### src/rtl/shared_adder_arbiter.sv
// ----------------------------------------------------------------------------
// shared_adder_arbiter
//
// Purpose:
//   Two requesters share one 16-bit carry-lookahead adder. A round-robin
//   arbiter grants one request in IDLE. The operands are registered and
//   evaluated in EXEC. The result is presented in RESP until the consumer
//   takes it. Each operation is either A + B or A - B (A + ~B + 1).
//
// Optional feature:
//   SHARED_ADDER_SAT_EN - when defined, an overflowing result is replaced
//   by the saturated value: 16'h7FFF for a non-negative A, 16'h8000 for a
//   negative A. rsp_ovfl still reports the overflow.
//
// Ports:
//   clk                  clock, all state updates on the rising edge
//   rst                  asynchronous active-high reset
//   req_valid[1:0]       per-requester request valid
//   req_ready[1:0]       per-requester accept (combinational in IDLE)
//   req_a0/req_b0        requester 0 operands
//   req_a1/req_b1        requester 1 operands
//   req_sub[1:0]         1 = subtract for that requester, 0 = add
//   rsp_valid            result register holds an unconsumed result
//   rsp_ready            consumer accepts the result
//   rsp_sum[15:0]        result value
//   rsp_ovfl             signed overflow of the operation
//   rsp_id               requester that issued the result
// ----------------------------------------------------------------------------
module shared_adder_arbiter (
    input  logic        clk,
    input  logic        rst,
    input  logic [1:0]  req_valid,
    output logic [1:0]  req_ready,
    input  logic [15:0] req_a0,
    input  logic [15:0] req_b0,
    input  logic [15:0] req_a1,
    input  logic [15:0] req_b1,
    input  logic [1:0]  req_sub,
    output logic        rsp_valid,
    input  logic        rsp_ready,
    output logic [15:0] rsp_sum,
    output logic        rsp_ovfl,
    output logic        rsp_id
);

    typedef enum logic [1:0] {
        ST_IDLE = 2'd0,
        ST_EXEC = 2'd1,
        ST_RESP = 2'd2
    } state_t;

    state_t      state_q, state_d;
    logic        last_q, last_d;
    logic [15:0] op_a_q, op_a_d;
    logic [15:0] op_b_q, op_b_d;
    logic        op_sub_q, op_sub_d;
    logic        op_id_q, op_id_d;
    logic [15:0] sum_q, sum_d;
    logic        ovfl_q, ovfl_d;
    logic        id_q, id_d;
    logic        rsp_valid_q, rsp_valid_d;

    logic [1:0]  grant;

    // ------------------------------------------------------------------
    // Shared carry-lookahead adder: four 4-bit groups with a second-level
    // lookahead for the group carries. Only the operand registers feed it.
    // ------------------------------------------------------------------
    logic [15:0] b_eff;
    logic [15:0] bit_g;
    logic [15:0] bit_p;
    logic [15:0] bit_c;
    logic [15:0] cla_sum;
    logic [3:0]  grp_g;
    logic [3:0]  grp_p;
    logic [3:0]  grp_c;
    logic        cla_ovfl;
    logic [15:0] result_val;

    assign b_eff = op_sub_q ? ~op_b_q : op_b_q;
    assign bit_g = op_a_q & b_eff;
    assign bit_p = op_a_q ^ b_eff;

    genvar gi;
    generate
        for (gi = 0; gi < 4; gi++) begin : g_grp
            localparam int B = 4 * gi;
            assign grp_p[gi] = &bit_p[B +: 4];
            assign grp_g[gi] = bit_g[B+3]
                             | (bit_p[B+3] & bit_g[B+2])
                             | (bit_p[B+3] & bit_p[B+2] & bit_g[B+1])
                             | (bit_p[B+3] & bit_p[B+2] & bit_p[B+1] & bit_g[B]);
            assign bit_c[B]   = grp_c[gi];
            assign bit_c[B+1] = bit_g[B] | (bit_p[B] & grp_c[gi]);
            assign bit_c[B+2] = bit_g[B+1]
                              | (bit_p[B+1] & bit_g[B])
                              | (bit_p[B+1] & bit_p[B] & grp_c[gi]);
            assign bit_c[B+3] = bit_g[B+2]
                              | (bit_p[B+2] & bit_g[B+1])
                              | (bit_p[B+2] & bit_p[B+1] & bit_g[B])
                              | (bit_p[B+2] & bit_p[B+1] & bit_p[B] & grp_c[gi]);
        end
    endgenerate

    // Group carries are expanded directly from the carry-in (= op_sub_q)
    // so no group carry depends on another one.
    assign grp_c[0] = op_sub_q;
    assign grp_c[1] = grp_g[0] | (grp_p[0] & op_sub_q);
    assign grp_c[2] = grp_g[1] | (grp_p[1] & grp_g[0])
                    | (grp_p[1] & grp_p[0] & op_sub_q);
    assign grp_c[3] = grp_g[2] | (grp_p[2] & grp_g[1])
                    | (grp_p[2] & grp_p[1] & grp_g[0])
                    | (grp_p[2] & grp_p[1] & grp_p[0] & op_sub_q);

    assign cla_sum  = bit_p ^ bit_c;
    assign cla_ovfl = (op_a_q[15] == b_eff[15]) && (cla_sum[15] != op_a_q[15]);

`ifdef SHARED_ADDER_SAT_EN
    assign result_val = !cla_ovfl   ? cla_sum :
                        op_a_q[15]  ? 16'h8000 : 16'h7FFF;
`else
    assign result_val = cla_sum;
`endif

    // ------------------------------------------------------------------
    // Round-robin grant. Only meaningful in IDLE; held off while reset
    // is asserted so every output reads 0 during reset.
    // ------------------------------------------------------------------
    always_comb begin
        grant = 2'b00;
        if ((state_q == ST_IDLE) && !rst) begin
            unique case (req_valid)
                2'b01:   grant = 2'b01;
                2'b10:   grant = 2'b10;
                2'b11:   grant = last_q ? 2'b01 : 2'b10;
                default: grant = 2'b00;
            endcase
        end
    end

    assign req_ready = grant;

    // ------------------------------------------------------------------
    // Controller next-state and datapath loads.
    // ------------------------------------------------------------------
    always_comb begin
        state_d     = state_q;
        last_d      = last_q;
        op_a_d      = op_a_q;
        op_b_d      = op_b_q;
        op_sub_d    = op_sub_q;
        op_id_d     = op_id_q;
        sum_d       = sum_q;
        ovfl_d      = ovfl_q;
        id_d        = id_q;
        rsp_valid_d = rsp_valid_q;

        unique case (state_q)
            ST_IDLE: begin
                if (grant != 2'b00) begin
                    op_id_d  = grant[1];
                    op_a_d   = grant[1] ? req_a1 : req_a0;
                    op_b_d   = grant[1] ? req_b1 : req_b0;
                    op_sub_d = req_sub[grant[1]];
                    last_d   = grant[1];
                    state_d  = ST_EXEC;
                end
            end
            ST_EXEC: begin
                sum_d       = result_val;
                ovfl_d      = cla_ovfl;
                id_d        = op_id_q;
                rsp_valid_d = 1'b1;
                state_d     = ST_RESP;
            end
            ST_RESP: begin
                if (rsp_ready) begin
                    rsp_valid_d = 1'b0;
                    state_d     = ST_IDLE;
                end
            end
            default: begin
                rsp_valid_d = 1'b0;
                state_d     = ST_IDLE;
            end
        endcase
    end

    always_ff @(posedge clk or posedge rst) begin
        if (rst) begin
            state_q     <= ST_IDLE;
            last_q      <= 1'b1;
            op_a_q      <= 16'h0000;
            op_b_q      <= 16'h0000;
            op_sub_q    <= 1'b0;
            op_id_q     <= 1'b0;
            sum_q       <= 16'h0000;
            ovfl_q      <= 1'b0;
            id_q        <= 1'b0;
            rsp_valid_q <= 1'b0;
        end else begin
            state_q     <= state_d;
            last_q      <= last_d;
            op_a_q      <= op_a_d;
            op_b_q      <= op_b_d;
            op_sub_q    <= op_sub_d;
            op_id_q     <= op_id_d;
            sum_q       <= sum_d;
            ovfl_q      <= ovfl_d;
            id_q        <= id_d;
            rsp_valid_q <= rsp_valid_d;
        end
    end

    assign rsp_valid = rsp_valid_q;
    assign rsp_sum   = sum_q;
    assign rsp_ovfl  = ovfl_q;
    assign rsp_id    = id_q;

endmodule

### config.mk
export PLATFORM = sky130hd
export DESIGN_NAME = shared_adder_arbiter
export DESIGN_NICKNAME = d
export VERILOG_FILES = /design/src/rtl/shared_adder_arbiter.sv
export SDC_FILE = /design/constraint.sdc
export NUM_CORES = 1
export LEC_CHECK = 0
export ABC_AREA = 1
export CORE_MARGIN = 3
export CORE_UTILIZATION = 35
export DETAILED_ROUTE_END_ITERATION = 10
export HOLD_SLACK_MARGIN = 0.12
export PLACE_DENSITY = 0.62
export SLEW_MARGIN = 20
export SYNTH_ARGS = -nofsm -noshare
export SYNTH_HDL_FRONTEND = slang
export SYNTH_SLANG_ARGS = --single-unit
export TNS_END_PERCENT = 5
### constraint.sdc
create_clock -name clk -period 5.5 [get_ports clk]
set_input_delay 1.65 -clock clk [delete_from_list [all_inputs] [get_ports clk]]
set_output_delay 1.65 -clock clk [all_outputs]
set_load 0.02 [all_outputs]
==> results.py <==
metrics = {
    "run_status": {
        "status": "completed",
    },
    "die": {
        "io_pins": 92,
        "num_rows": 34,
        "die_area_um2": 10600,
        "core_um2": 8930,
        "chipHeight_um": 103,
        "die_x_um": 103,
        "start_util_pct": 36.8,
    },
    "routing": {
        "drt-initial-drc-count": 90,
        "vias_per_cell": 4.82,
        "vias": 2891,
        "drt-wirelength-per-cell_um": 13.7,
        "postRouteWirelength_um": 8250,
        "dr.pass1.iters": 6,
        "drc": 0,
        "ant_nets": 0,
    },
    "layout": {
        "antenna_cells": 0,
        "drive_gt1_share_pct": 3.86,
        "fin_nets": 580,
        "fill_cells": 902,
        "synthToLayoutAreaGrowth_pct": 32.2,
    },
    "clocking": {
        "cts_resized": 0,
        "cts_hold_buffers": 0,
        "clk_path_buf_depth": 2,
        "numCtsBuffers": 5,
        "cts_sinks": 56,
        "clk_pin_slew_ns": 0.10,
        "worstSkewPairLatency_ns": 0.31,
        "htreeDepth": 2,
        "root_buffer": "clkbuf_8",
        "cts_tree": "done",
        "postCtsSetupBuffers": 0,
    },
    "logic_synthesis": {
        "ys_seq_elements": 56,
        "synth_top_area_cell": "dfrtp_1",
        "ys_warn_count": 0,
        "async_flop_share_pct": 100,
        "ys_top_cells_by_area": "dfrtp_1 42%, nand2_1 7.8%, inv_1 7.1%",
        "synthDistinctLibCells": 31,
        "synth_top_area_share_pct": 41.9,
        "avgSynthCellArea_um2": 8.07,
        "syn_nets": 496,
        "synth_edf_count": 0,
        "synth.most_common_cell": "nand2_1",
        "syn_area_um2": 3280,
        "synthCells": 407,
        "ys_top_cells_by_count": "68 x nand2_1, 62 x inv_1, 55 x dfrtp_1, 41 x o21ai_0, 40 x nor2_1",
        "synthFlopType": "dfrtp_1",
        "seq_area_frac_synth_pct": 42.7,
    },
    "timing": {
        "grt_setup_unrepaired": "no",
        "tightest_slew_ns": 0.990,
        "finalCriticalPeriod_ns": 4.82,
        "tns_ns": 0,
        "hold_viol_final": 0,
        "slew_violations": 0,
        "final.period_utilization_pct": 87.6,
        "finalClockSkew_ns": 0.00965,
        "setup_viol": 0,
        "slew_headroom_pct": 34.0,
        "layout_setup_ws_ns": 0.683,
        "fmax_mhz": 208,
    },
    "grt": {
        "track_usage_pct": 16.3,
        "grt_most_used_layer": "met2",
        "met3_usage_pct": 2.23,
        "grt_max_degree": 41,
        "grt_pass1_vias": 2956,
        "use_met1_pct": 21.9,
        "grt_pass1_wl_um": 13500,
        "antenna_found_initial": 0,
        "gr-usage-met2_pct": 27.1,
        "grt_overflow": 0,
    },
    "power": {
        "p_sw_share_pct": 47.0,
        "p_int_mw": 1.46,
        "seq_power_share_pct": 28.1,
        "leakagePower_nw": 2.07,
        "cellPowerDensity_nw_per_um2": 633,
        "comb_power_share_pct": 63.3,
        "clkPwrFrac_pct": 8.6,
        "ir_drop_uv": 170,
        "p_sw_mw": 1.29,
    },
    "setup_path": {
        "reg2reg_setup_slack_ns": 2.47,
        "cp_max_fo": 3,
        "cp-end-kind": "primary output",
        "crit_path_start_kind": "input port",
        "critical_path_arrival_ns": 3.17,
        "path_class": "in2out",
        "cp.required_ns": 3.85,
    },
    "worst_hold_path": {
        "holdCritPathClass": "reg2reg",
    },
    "place": {
        "gp_routability_congestion": 0.779,
        "dpl.hpwl_um": 6150,
        "pre_cts_ws_ns": 0.690,
        "portBuffers": 91,
    },
    "job": {
        "maxCapViolCount": 0,
    },
}
==> state kept, by name, indices dropped and copies added (netlist names) <==
name / cells
op_a_q: 16
op_b_q: 16
rsp_sum: 16
state_q: 2
last_q: 1
op_id_q: 1
op_sub_q: 1
rsp_id: 1
rsp_ovfl: 1
rsp_valid: 1
==> cell usage in the layout (no fill, tap or decap), types with 3 or more instances in the layout <==
master           instances
a21oi_1                  4
buf_4                    3
clkbuf_8                 6
clkdlybuf4s50_1         91
dfrtp_1                 55
fa_1                     3
ha_1                    15
inv_1                   61
inv_2                    4
nand2_1                 68
nand3_1                 19
nor2_1                  40
o21ai_0                 41
o21ai_1                 11
o22ai_1                 33
xnor2_1                  5
xor2_1                  16
==> critical path: stages <==
cell and delay, ns:
clkdlybuf4s50_1 0.44, nor3_2 0.14, inv_2 0.09, a211oi_1 0.19, clkdlybuf4s50_1 0.66
==> final cells by class <==
cell class	count	area [µm²]	share of cell area, %
inverters	65	244	5.62
flip-flops and latches	56	1400	32.3
multi-input cells	269	1540	35.4
repair buffers	94	933	21.5
clock buffers	8	90.1	2.08
well taps	108	135	3.11
==> layer usage <==
| layer | part of all wire, % | up-vias |
|---|---|---|
| met5 | 0 | - |
| met4 | 1.7 | 0 |
| met3 | 4.6 | 11 |
| met2 | 46 | 72 |
| met1 | 47 | 1317 |
| li1 | - | 1491 |
==> metrics by stage <==
step | total power, mW | util, % | hold WS, ns | area (µm²) | instances
after floorplan | 2.03 | - | 0.502 | 3280 | 407
after global placement | 2.46 | 47.6 | 0.465 | 4250 | 592
after detailed placement | 2.52 | 47.6 | 0.467 | 4250 | 592
after CTS | 2.77 | 48.6 | 0.495 | 4340 | 600
after global routing | 3.07 | 48.6 | 0.513 | 4340 | 600
final | 2.75 | 48.6 | 0.489 | 4340 | 600
==> cell families after synthesis <==
family / share of synthesized area, %
flops: 42.7
compound gates: 16.8
buf+inv: 10.6
xor+xnor: 5.60
simple gates: 16.8
fa+ha+maj: 7.54
==> worst paths after layout <==
check                           depth (start not counted)                    from                 endpoint
worst min-delay path                                    2  rsp_sum[7]$_DFFE_PP0P_   rsp_sum[7]$_DFFE_PP0P_
max in group asynchronous                               3                     rst   op_a_q[10]$_DFFE_PP0P_
min in group asynchronous                               2                     rst   state_q[0]$_DFFE_PP0P_
worst min register to register                          2  rsp_sum[7]$_DFFE_PP0P_   rsp_sum[7]$_DFFE_PP0P_
worst max register to register                         12    op_sub_q$_DFFE_PP0P_  rsp_sum[13]$_DFFE_PP0P_
worst max-delay path                                    5                     rst             req_ready[0]
==> power groups by stage <==
stage	clock [mW]	combinational, mW	sequential, mW
after floorplan	0	1.23	0.800
after global placement	0	1.68	0.778
after detailed placement	0	1.74	0.782
after CTS	0.246	1.75	0.774
after global routing	0.259	2.01	0.799
final	0.236	1.74	0.773
(Power assumes the default switching activity.)
